--- src/rtl/idli_ex_seq_m.sv ---
// Nibble-serial EX sequencer: runs each 16b op as N_NIB nibbles, LSB first,
// chaining ALU carry, stalling on missing immediate nibbles and aborting on flush.
module idli_ex_seq_m #(
    parameter int N_NIB = 4,
    localparam int CTR_W = $clog2(N_NIB)
) (
    input  logic             i_ex_gck,
    input  logic             i_ex_rst_n,
    input  logic             i_seq_op_vld,
    output logic             o_seq_op_acp,
    input  logic             i_seq_imm_req,
    input  logic             i_seq_wr_en,
    input  logic             i_seq_cin_init,
    input  logic             i_seq_imm_vld,
    input  logic             i_seq_alu_cout,
    input  logic             i_seq_flush,
    output logic             o_seq_busy,
    output logic [CTR_W-1:0] o_seq_ctr,
    output logic             o_seq_adv,
    output logic             o_seq_alu_cin,
    output logic             o_seq_reg_wr,
    output logic             o_seq_done
);

    typedef enum logic [1:0] {
        ST_IDLE  = 2'd0,
        ST_EXEC  = 2'd1,
        ST_STALL = 2'd2
    } state_t;

    state_t           state_q, state_d;
    logic [CTR_W-1:0] ctr_q, ctr_d;
    logic             carry_q, carry_d;
    logic             imm_q, imm_d;
    logic             wr_q, wr_d;
    logic             cin_q, cin_d;

    logic             busy;
    logic             adv;
    logic             last;
    logic             acp;
    logic             accept;

    assign busy   = (state_q != ST_IDLE);
    assign adv    = busy && (!imm_q || i_seq_imm_vld) && !i_seq_flush;
    assign last   = adv && (ctr_q == CTR_W'(N_NIB - 1));
    assign acp    = !i_seq_flush && (!busy || last);
    assign accept = i_seq_op_vld && acp;

    // Flush outranks accept, which outranks completion of the final nibble.
    always_comb begin
        state_d = state_q;
        ctr_d   = ctr_q;
        carry_d = adv ? i_seq_alu_cout : carry_q;
        imm_d   = imm_q;
        wr_d    = wr_q;
        cin_d   = cin_q;
        if (i_seq_flush) begin
            state_d = ST_IDLE;
            ctr_d   = '0;
        end else if (accept) begin
            state_d = ST_EXEC;
            ctr_d   = '0;
            imm_d   = i_seq_imm_req;
            wr_d    = i_seq_wr_en;
            cin_d   = i_seq_cin_init;
        end else if (last) begin
            state_d = ST_IDLE;
            ctr_d   = '0;
        end else if (adv) begin
            state_d = ST_EXEC;
            ctr_d   = CTR_W'(ctr_q + 1'b1);
        end else if (busy) begin
            state_d = ST_STALL;
        end
    end

    always_ff @(posedge i_ex_gck or negedge i_ex_rst_n) begin
        if (!i_ex_rst_n) begin
            state_q <= ST_IDLE;
            ctr_q   <= '0;
            carry_q <= 1'b0;
            imm_q   <= 1'b0;
            wr_q    <= 1'b0;
            cin_q   <= 1'b0;
        end else begin
            state_q <= state_d;
            ctr_q   <= ctr_d;
            carry_q <= carry_d;
            imm_q   <= imm_d;
            wr_q    <= wr_d;
            cin_q   <= cin_d;
        end
    end

    assign o_seq_op_acp  = acp;
    assign o_seq_busy    = busy;
    assign o_seq_ctr     = ctr_q;
    assign o_seq_adv     = adv;
    assign o_seq_alu_cin = (ctr_q == '0) ? cin_q : carry_q;
    assign o_seq_reg_wr  = adv && wr_q;
    assign o_seq_done    = last;

    a_wr_busy : assert property (@(posedge i_ex_gck) disable iff (!i_ex_rst_n)
        o_seq_reg_wr |-> o_seq_busy);
    a_done_pulse : assert property (@(posedge i_ex_gck) disable iff (!i_ex_rst_n)
        (o_seq_done && !accept) |=> !o_seq_done);
    a_idle_ctr : assert property (@(posedge i_ex_gck) disable iff (!i_ex_rst_n)
        (state_q == ST_IDLE) |-> (ctr_q == '0));

endmodule

--- config.mk ---
export PLATFORM = sky130hd
export DESIGN_NAME = idli_ex_seq_m
export DESIGN_NICKNAME = d
export VERILOG_FILES = /design/src/rtl/idli_ex_seq_m.sv
export SDC_FILE = /design/constraint.sdc
export NUM_CORES = 1
export LEC_CHECK = 0
export ABC_AREA = 1
export BUFFER_PORTS_ARGS = -buffer_cell sky130_fd_sc_hd__buf_2
export CORE_AREA = 10 10 47 49
export CTS_BUF_LIST = sky130_fd_sc_hd__clkbuf_8
export DETAILED_ROUTE_END_ITERATION = 7
export DIE_AREA = 0 0 57 59
export PLACE_DENSITY = 0.7
export SETUP_SLACK_MARGIN = 0.4
export SYNTH_ARGS = -nofsm -noshare
export SYNTH_HDL_FRONTEND = slang
export SYNTH_SLANG_ARGS = --single-unit
--- constraint.sdc ---
create_clock -name i_ex_gck -period 1.2 [get_ports i_ex_gck]
set_input_delay 0 -clock i_ex_gck [delete_from_list [all_inputs] [get_ports i_ex_gck]]
set_output_delay 0 -clock i_ex_gck [all_outputs]
set_load 0.01 [all_outputs]
=== Word-level counts from Yosys, hierarchy flattened ===
Index checks and enable logic that the tools add are counted.

* ROM bits: 0
* Memories kept: 0
* RAM bits: 0
* Latch bits: 0
* Logic and storage cells: 35
* Register bits after elaboration: 8
* Output and inout bits: 8

* Bitwise logic cells: 1
* Shifts and indexed selects: 0
* Multiply operators: 0
* Reduce and logical (&&, ||, !) cells: 16
* Add/subtract/negate cells: 1
* Div/mod/pow operators: 0
* Muxes and demuxes: 10
* $lt $le $gt $ge: 0
* Equal/unequal tests: 1

{| class="wikitable"
|+ Operator list
! cell !! count
|-
| 2-bit 2-to-1 mux || 9
|-
| 1-bit logical AND || 6
|-
| 5-bit nonzero test || 1
|-
| 4-bit nonzero test || 1
|-
| 1-bit logical NOT || 3
|-
| 2-bit by 1-bit adder with 2-bit output (second input constant) || 1
|-
| 2-bit equality test (second input constant) || 1
|-
| 2-bit logical NOT || 1
|-
| 1-bit logical OR || 2
|-
| 2-bit AND reduction || 1
|-
| 2-bit nonzero test || 1
|-
| 1-bit 2-to-1 mux || 1
|-
| 1-bit inverter || 1
|}

=== Depth between registers and ports, before layout ===
Gate-level depths: netlist of the first run.

* Depth after elaboration: 10
* Depth in mapped cells: 8
* Mapped depth without buffers: 8

=== Least setup slack after synthesis of the first run ===
No wires, ideal clock.

* Path type: register to register
* From: register ctr_q[0], in the netlist o_seq_ctr[0]
* To: register ctr_q[1], in the netlist o_seq_ctr[1]
* Path buffers: 0
* Required time: 1.082 ns
* Path slack: 0.034 ns
* Cell stages (with the launch flop): 7
* Arrival: 1.048 ns
* Library setup time: 0.118 ns
* Clock period less this slack: 1.166 ns
* Cells stage by stage: dfrtp_1 > ha_1 > nand4_2 > nand2_4 > nand2_4 > nand3_1 > nand2_1

* Word-level cells in the longest chain between the ends: 7

{| class="wikitable"
|+ RTL lines
! item !! line !! text
|-
| start, declared || 32 || <nowiki>logic [CTR_W-1:0] ctr_q, ctr_d;</nowiki>
|-
| start signal, assigned || 88 || <nowiki>ctr_q <= ctr_d;</nowiki>
|-
| 2-bit equality test (*) || 46 || <nowiki>assign last = adv && (ctr_q == CTR_W'(N_NIB - 1));</nowiki>
|-
| 1-bit logical AND (*) || 46 ||
|-
| 1-bit logical OR (*) || 47 || <nowiki>assign acp = !i_seq_flush && (!busy || last);</nowiki>
|-
| 1-bit logical AND (*) || 47 ||
|-
| via o_seq_op_acp || 10 || <nowiki>output logic o_seq_op_acp,</nowiki>
|-
| 1-bit logical AND (*) || 48 || <nowiki>assign accept = i_seq_op_vld && acp;</nowiki>
|-
| 2-bit 2-to-1 mux || 61 || <nowiki>end else if (accept) begin</nowiki>
|-
| 2-bit 2-to-1 mux || 58 || <nowiki>if (i_seq_flush) begin</nowiki>
|}

Mark *: on every way through the listed nets, which the timed path passes. The rest lies on a longest branch. The select of a mux whose other input is x is not followed.
A chain may end at the register's enable or synchronous reset.

=== Worst setup path after layout of the first run ===
* From: register ctr_q[0], in the netlist o_seq_ctr[0]
* To: output o_seq_op_acp

* Word-level cells in the longest chain between the ends: 4

{| class="wikitable"
|+ RTL lines
! item !! line
|-
| 2-bit equality test || 46
|-
| 1-bit logical AND || 46
|-
| 1-bit logical OR || 47
|-
| 1-bit logical AND || 47
|-
| end, declared || 10
|}

No other way between the ends.

==> flow_summary.json, run 1 <==
{
  "status": "complete, no violations",
  "yosysSeqAreaShare": 0.4255,
  "ys_seq_elements": 8,
  "vias": 473,
  "pwr_density_cell_nw_per_um2": 2251,
  "maxCapViolations": 0,
  "avgSynthCellArea_um2": 8.254,
  "clkTransAtPathRegs_ps": 50,
  "avgRoutedWirePerCell_um": 13.23,
  "io_buffers": 16,
  "synth_largest_area_cell": "dfrtp_1",
  "critPathKind": "flip-flop to primary output",
  "grt_max_degree": 9,
  "met1_usage": 0.09146,
  "drc": 0,
  "place_inst": 89,
  "dieArea_um2": 3363,
  "drive_gt1_frac": 0.6517,
  "ant_nets": 0,
  "worst_pin_slew_ps": 242.9,
  "drt-initial-drc-count": 3,
  "cts_buffer_depth": 2,
  "crit_arrival_ps": 1170,
  "holdWs_ps": 16.71,
  "hold_viol_final": 0,
  "place_congestion": 0.7668,
  "grt_pass1_vias": 487,
  "p_leak_nw": 0.4235,
  "core.rowCount": 14,
  "grt_usage": 0.07729,
  "clockRootBuffer": "clkbuf_8",
  "fin_nets": 101,
  "dp_hpwl_um": 886.7,
  "path_max_fanout": 5,
  "syn-instance-count": 57,
  "ir_drop_mv": 1.086,
  "grt_busiest_layer": "met2",
  "final_cells": 105,
  "synth_cell_type_count": 17,
  "die_w_um": 57,
  "end_kind": "primary output",
  "synth_area_um2": 470.5,
  "die_h_um": 59,
  "ys_warn_count": 0,
  "gr-usage-met2": 0.1178,
  "antenna_found_initial": 0,
  "syn_to_final_growth_pct": 77.13,
  "core_um2": 1401,
  "final_cell_mix": "nand2_1 (10), buf_4 (10), buf_2 (9), inv_2 (7), buf_6 (7)",
  "rsz0062_at_grt": "true",
  "cts.sinks": 8,
  "hp-class": "input pin to flip-flop",
  "setup_viol": 0,
  "vias_per_cell": 4.505,
  "slew_headroom": 0.8381,
  "max_freq_mhz": 857.5,
  "grt.met3_usage": 0.03648,
  "start_util": 0.3357,
  "antenna_cells": 0,
  "fin_util": 0.5946,
  "power.total_w": 0.001876,
  "cts_tree": "built",
  "drv_slew": 0,
  "wl_mm": 1.389,
  "synth_area_leaders": "dfrtp_1 (43%), nand2_1 (10%), nand2_4 (7.2%), inv_1 (6.4%), ha_1 (5.3%)",
  "finalCriticalPeriod_ps": 1166,
  "grt.overflow.total": 0,
  "crit_path_start_kind": "flip-flop",
  "yosysTopAreaCellShare": 0.4255,
  "skew_ps": 6.739,
  "pin_count": 17,
  "cts_made_buffers": 3,
  "synth_nets": 68,
  "cp_data_required_time_ps": 1200,
  "worstSkewPairLatency_ps": 230,
  "grt_pass1_wl_mm": 2.125,
  "period_share": 0.9718,
  "first_pass_iters": 4,
  "htreeDepth": 1
}
layout make-up:
cell class / count / area [um^2]
Clock buffer: 3 / 41.29
Clock inverter: 1 / 3.754
Fill cell: 118 / 568.0
Inverter: 12 / 45.04
Multi-Input combinational cell: 37 / 301.5
Sequential cell: 8 / 202.7
Tap cell: 16 / 20.02
Timing Repair Buffer: 28 / 219.0
through the flow:
stage | worst slack [ps] | area (um^2) | TNS (ps)
5_1_grt | -37.42 | 833.3 | -111.7
3_5_place_dp | 107.8 | 608.1 | 0
3_3_place_gp | 109.8 | 608.1 | 0
2_1_floorplan | 131.0 | 508.0 | 0
6_report | 33.85 | 833.3 | 0
4_1_cts | 49.05 | 772.0 | 0
layer usage:
| metal | up-vias | wire [um] |
|---|---|---|
| met5 | - | 0 |
| met4 | 0 | 10 |
| met3 | 2 | 112 |
| met2 | 15 | 686 |
| met1 | 218 | 580 |
| li1 | 238 | - |
what timing repair did:
action                     in CTS  in global routing
pin swaps                       8                  3
setup buffers                   6                  4
setup endpoints to repair      16                 16
hold buffers                    2                  0
gates resized for setup        11                  8
hold endpoints to repair        9                  0
worst paths after layout:
| path | start | cells past startpoint | slack (ps) | to |
|---|---|---|---|---|
| worst min register to register | wr_q | 2 | 480 | wr_q |
| worst min-delay path | i_seq_wr_en | 3 | 20 | wr_q |
| min in group asynchronous | i_ex_rst_n | 2 | 150 | carry_q |
| worst max-delay path | o_seq_ctr[0] | 4 | 30 | o_seq_op_acp |
| max in group asynchronous | i_ex_rst_n | 2 | 870 | o_seq_ctr[1] |
| worst max register to register | o_seq_ctr[0] | 6 | 40 | o_seq_ctr[1] |
kinds of logic after synthesis:
| group | after synthesis | synth area share |
|---|---|---|
| AO/OA/AOI/OAI | 4 | 0.04253 |
| flip-flops | 8 | 0.4255 |
| AND/OR/NAND/NOR | 31 | 0.3830 |
| buffers and inverters | 12 | 0.09574 |
| adder cells (fa/ha/maj) | 2 | 0.05318 |
flip-flops by register name, summed over array words and instances (netlist names):
signal     count
carry_q        1
cin_q          1
imm_q          1
o_seq_ctr      2
state_q        2
wr_q           1
Yosys cell counts:
master     n
nand2_1   13
dfrtp_1    8
inv_1      8
inv_2      4
nand3_1    4
nand2_2    3
nand2_4    3
nor2_1     3
ha_1       2
o21ai_1    2
a21oi_1    1
nand3_2    1
nand3b_1   1
nand4_2    1
nor2_2     1
nor2_4     1
o21ai_0    1
critical path: stages (launching register included):
cell	delay, ps
dfrtp_2	440
ha_4	190
nand4_4	80
nand2_4	100
buf_6	130
where the power goes:
part           switching (W)  leakage [nW]  internal [W]
sequential         0.0000890        0.0992      0.000388
clock               0.000106        0.0269      0.000222
combinational       0.000541         0.297      0.000530
total               0.000736         0.424       0.00114
(Power assumes the default switching activity.)
==> run 2, diff against run 1 <==
==> constraint.sdc (replaced) <==
create_clock -name i_ex_gck -period 1.47 [get_ports i_ex_gck]
set_input_delay 0 -clock i_ex_gck [delete_from_list [all_inputs] [get_ports i_ex_gck]]
set_output_delay 0 -clock i_ex_gck [all_outputs]
set_load 0.01 [all_outputs]
==> flow_summary.json, run 2 (synthesized netlist as in run 1, its figures left out) <==
{
  "core_um2": 1401,
  "p_leak_nw": 0.4403,
  "core.rowCount": 14,
  "die_h_um": 59,
  "grt_max_degree": 9,
  "pwr_density_cell_nw_per_um2": 1812,
  "maxCapViolations": 0,
  "final.setup.worst_slack_ps": 268.5,
  "critPathKind": "flip-flop to flip-flop",
  "io_buffers": 16,
  "fin_setup_tns_ps": 0,
  "crit_top_cell": "nand2_2",
  "grt.overflow.total": 0,
  "hold_viol_final": 0,
  "antenna_cells": 0,
  "ant_nets": 0,
  "cp_data_required_time_ps": 1580,
  "worst_pin_slew_ps": 197.3,
  "n_fill_cell": 126,
  "final_cell_mix": "buf_2 (14), buf_4 (12), inv_2 (7), nand2_2 (7), nand2_1 (7)",
  "clockRootBuffer": "clkbuf_8",
  "drive_gt1_frac": 0.7174,
  "max_stage_delay_ps": 380,
  "setup_viol": 0,
  "grt.met3_usage": 0.03433,
  "crit_chain": "nand2_2 -> buf_6 -> nand4_4 -> nand2_4 -> nand2_8 -> nand2_2 -> nand2_1",
  "die_w_um": 57,
  "fin_nets": 105,
  "dp_hpwl_um": 886.1,
  "rsz0062_at_grt": "true",
  "cts_tree": "built",
  "pin_count": 17,
  "avgRoutedWirePerCell_um": 12.64,
  "worstSkewPairLatency_ps": 230,
  "slew_headroom": 0.8685,
  "cts.sinks": 8,
  "grt_pass1_wl_mm": 1.911,
  "crit_path_start_kind": "flip-flop",
  "vias_per_cell": 4.491,
  "gr-usage-met2": 0.1318,
  "antenna_found_initial": 0,
  "grt_pass1_vias": 469,
  "place_congestion": 0.7918,
  "slowest_stage": "dfrtp_1",
  "path_max_fanout": 8,
  "max_freq_mhz": 832.3,
  "wl_mm": 1.365,
  "finalCriticalPeriod_ps": 1202,
  "seq_area_um2": 202.7,
  "dieArea_um2": 3363,
  "period_share": 0.8174,
  "final_common_cell": "buf_2",
  "final_cells": 108,
  "drc": 0,
  "htreeDepth": 1,
  "dpl_cell_area_um2": 594.3,
  "crit_arrival_ps": 1310,
  "place_inst": 89,
  "start_util": 0.3357,
  "hp-class": "input pin to flip-flop",
  "multi_input_area_um2": 317.8,
  "cts_made_buffers": 3,
  "syn_to_final_growth_pct": 81.38,
  "met1_usage": 0.06498,
  "grt_busiest_layer": "met2",
  "first_pass_iters": 3,
  "skew_ps": 1.664,
  "ir_drop_mv": 0.9180,
  "status": "complete, no violations",
  "end_kind": "flip-flop",
  "grt_usage": 0.07251,
  "drv_slew": 0,
  "design_area_um2": 853.3,
  "vias": 485,
  "cts_buffer_depth": 2,
  "clkTransAtPathRegs_ps": 40,
  "pre_cts_ws_ps": 360.7,
  "drt-initial-drc-count": 5
}
## run 2: per-stage QoR
| step | util | power [W] | hold WS, ps |
|---|---|---|---|
| detailed placement | 0.4241 | 0.0008839 | -141.6 |
| global placement | 0.4241 | 0.0008681 | -145.6 |
| floorplan | - | 0.0007245 | -295.6 |
| CTS | 0.5205 | 0.001315 | 1.719 |
| global route | 0.6089 | 0.001669 | 35.20 |
| finish | 0.6089 | 0.001546 | 3.332 |
## run 2: report_power, final
part	internal, W	leakage (nW)	switching (W)
logic	0.000449	0.320	0.000439
clock network	0.000178	0.0216	0.0000881
registers	0.000317	0.0992	0.0000759
total	0.000944	0.440	0.000603
## run 2: path summary, 6_finish.rpt
| check | cells past startpoint | to | start | slack (ps) |
|---|---|---|---|---|
| worst max-delay path | 7 | o_seq_ctr[1] | imm_q | 270 |
| worst min-delay path | 3 | imm_q | i_seq_imm_req | 3 |
| worst max register to register | 7 | o_seq_ctr[1] | imm_q | 270 |
| worst min register to register | 2 | wr_q | wr_q | 490 |
| max in group asynchronous | 2 | o_seq_ctr[1] | i_ex_rst_n | 1130 |
| min in group asynchronous | 2 | o_seq_ctr[0] | i_ex_rst_n | 150 |
## run 2: critical path, delay by kind of cell, from the launching register on
| kind | cells | cell delay, ps |
|---|---|---|
| buffers and inverters | 1 | 110 |
| and+or+nand+nor | 6 | 590 |
| DFF | 1 | 380 |
## run 2: routing by layer
metal,part of all wire,wire length [um],vias up
met5,0,0,-
met1,0.38,516,225
met2,0.56,767,12
met3,0.051,69,2
met4,0.0095,13,0
li1,-,-,246
## run 2: what timing repair did
action / 4_1_cts / 5_1_grt
gates resized for setup: 7 / 19
hold buffers: 1 / 0
hold endpoints to repair: 8 / 0
setup buffers: 8 / 7
pin swaps: 8 / 13
endpoints found under the setup margin: 12 / 13
## run 2: area by class of cell
class                      count  area share
clock buffer                   3     0.04839
inverter                      12     0.05279
multi-input combinational     37      0.3724
sequential                     8      0.2375
tap                           16     0.02346
timing repair buffer          32      0.2654
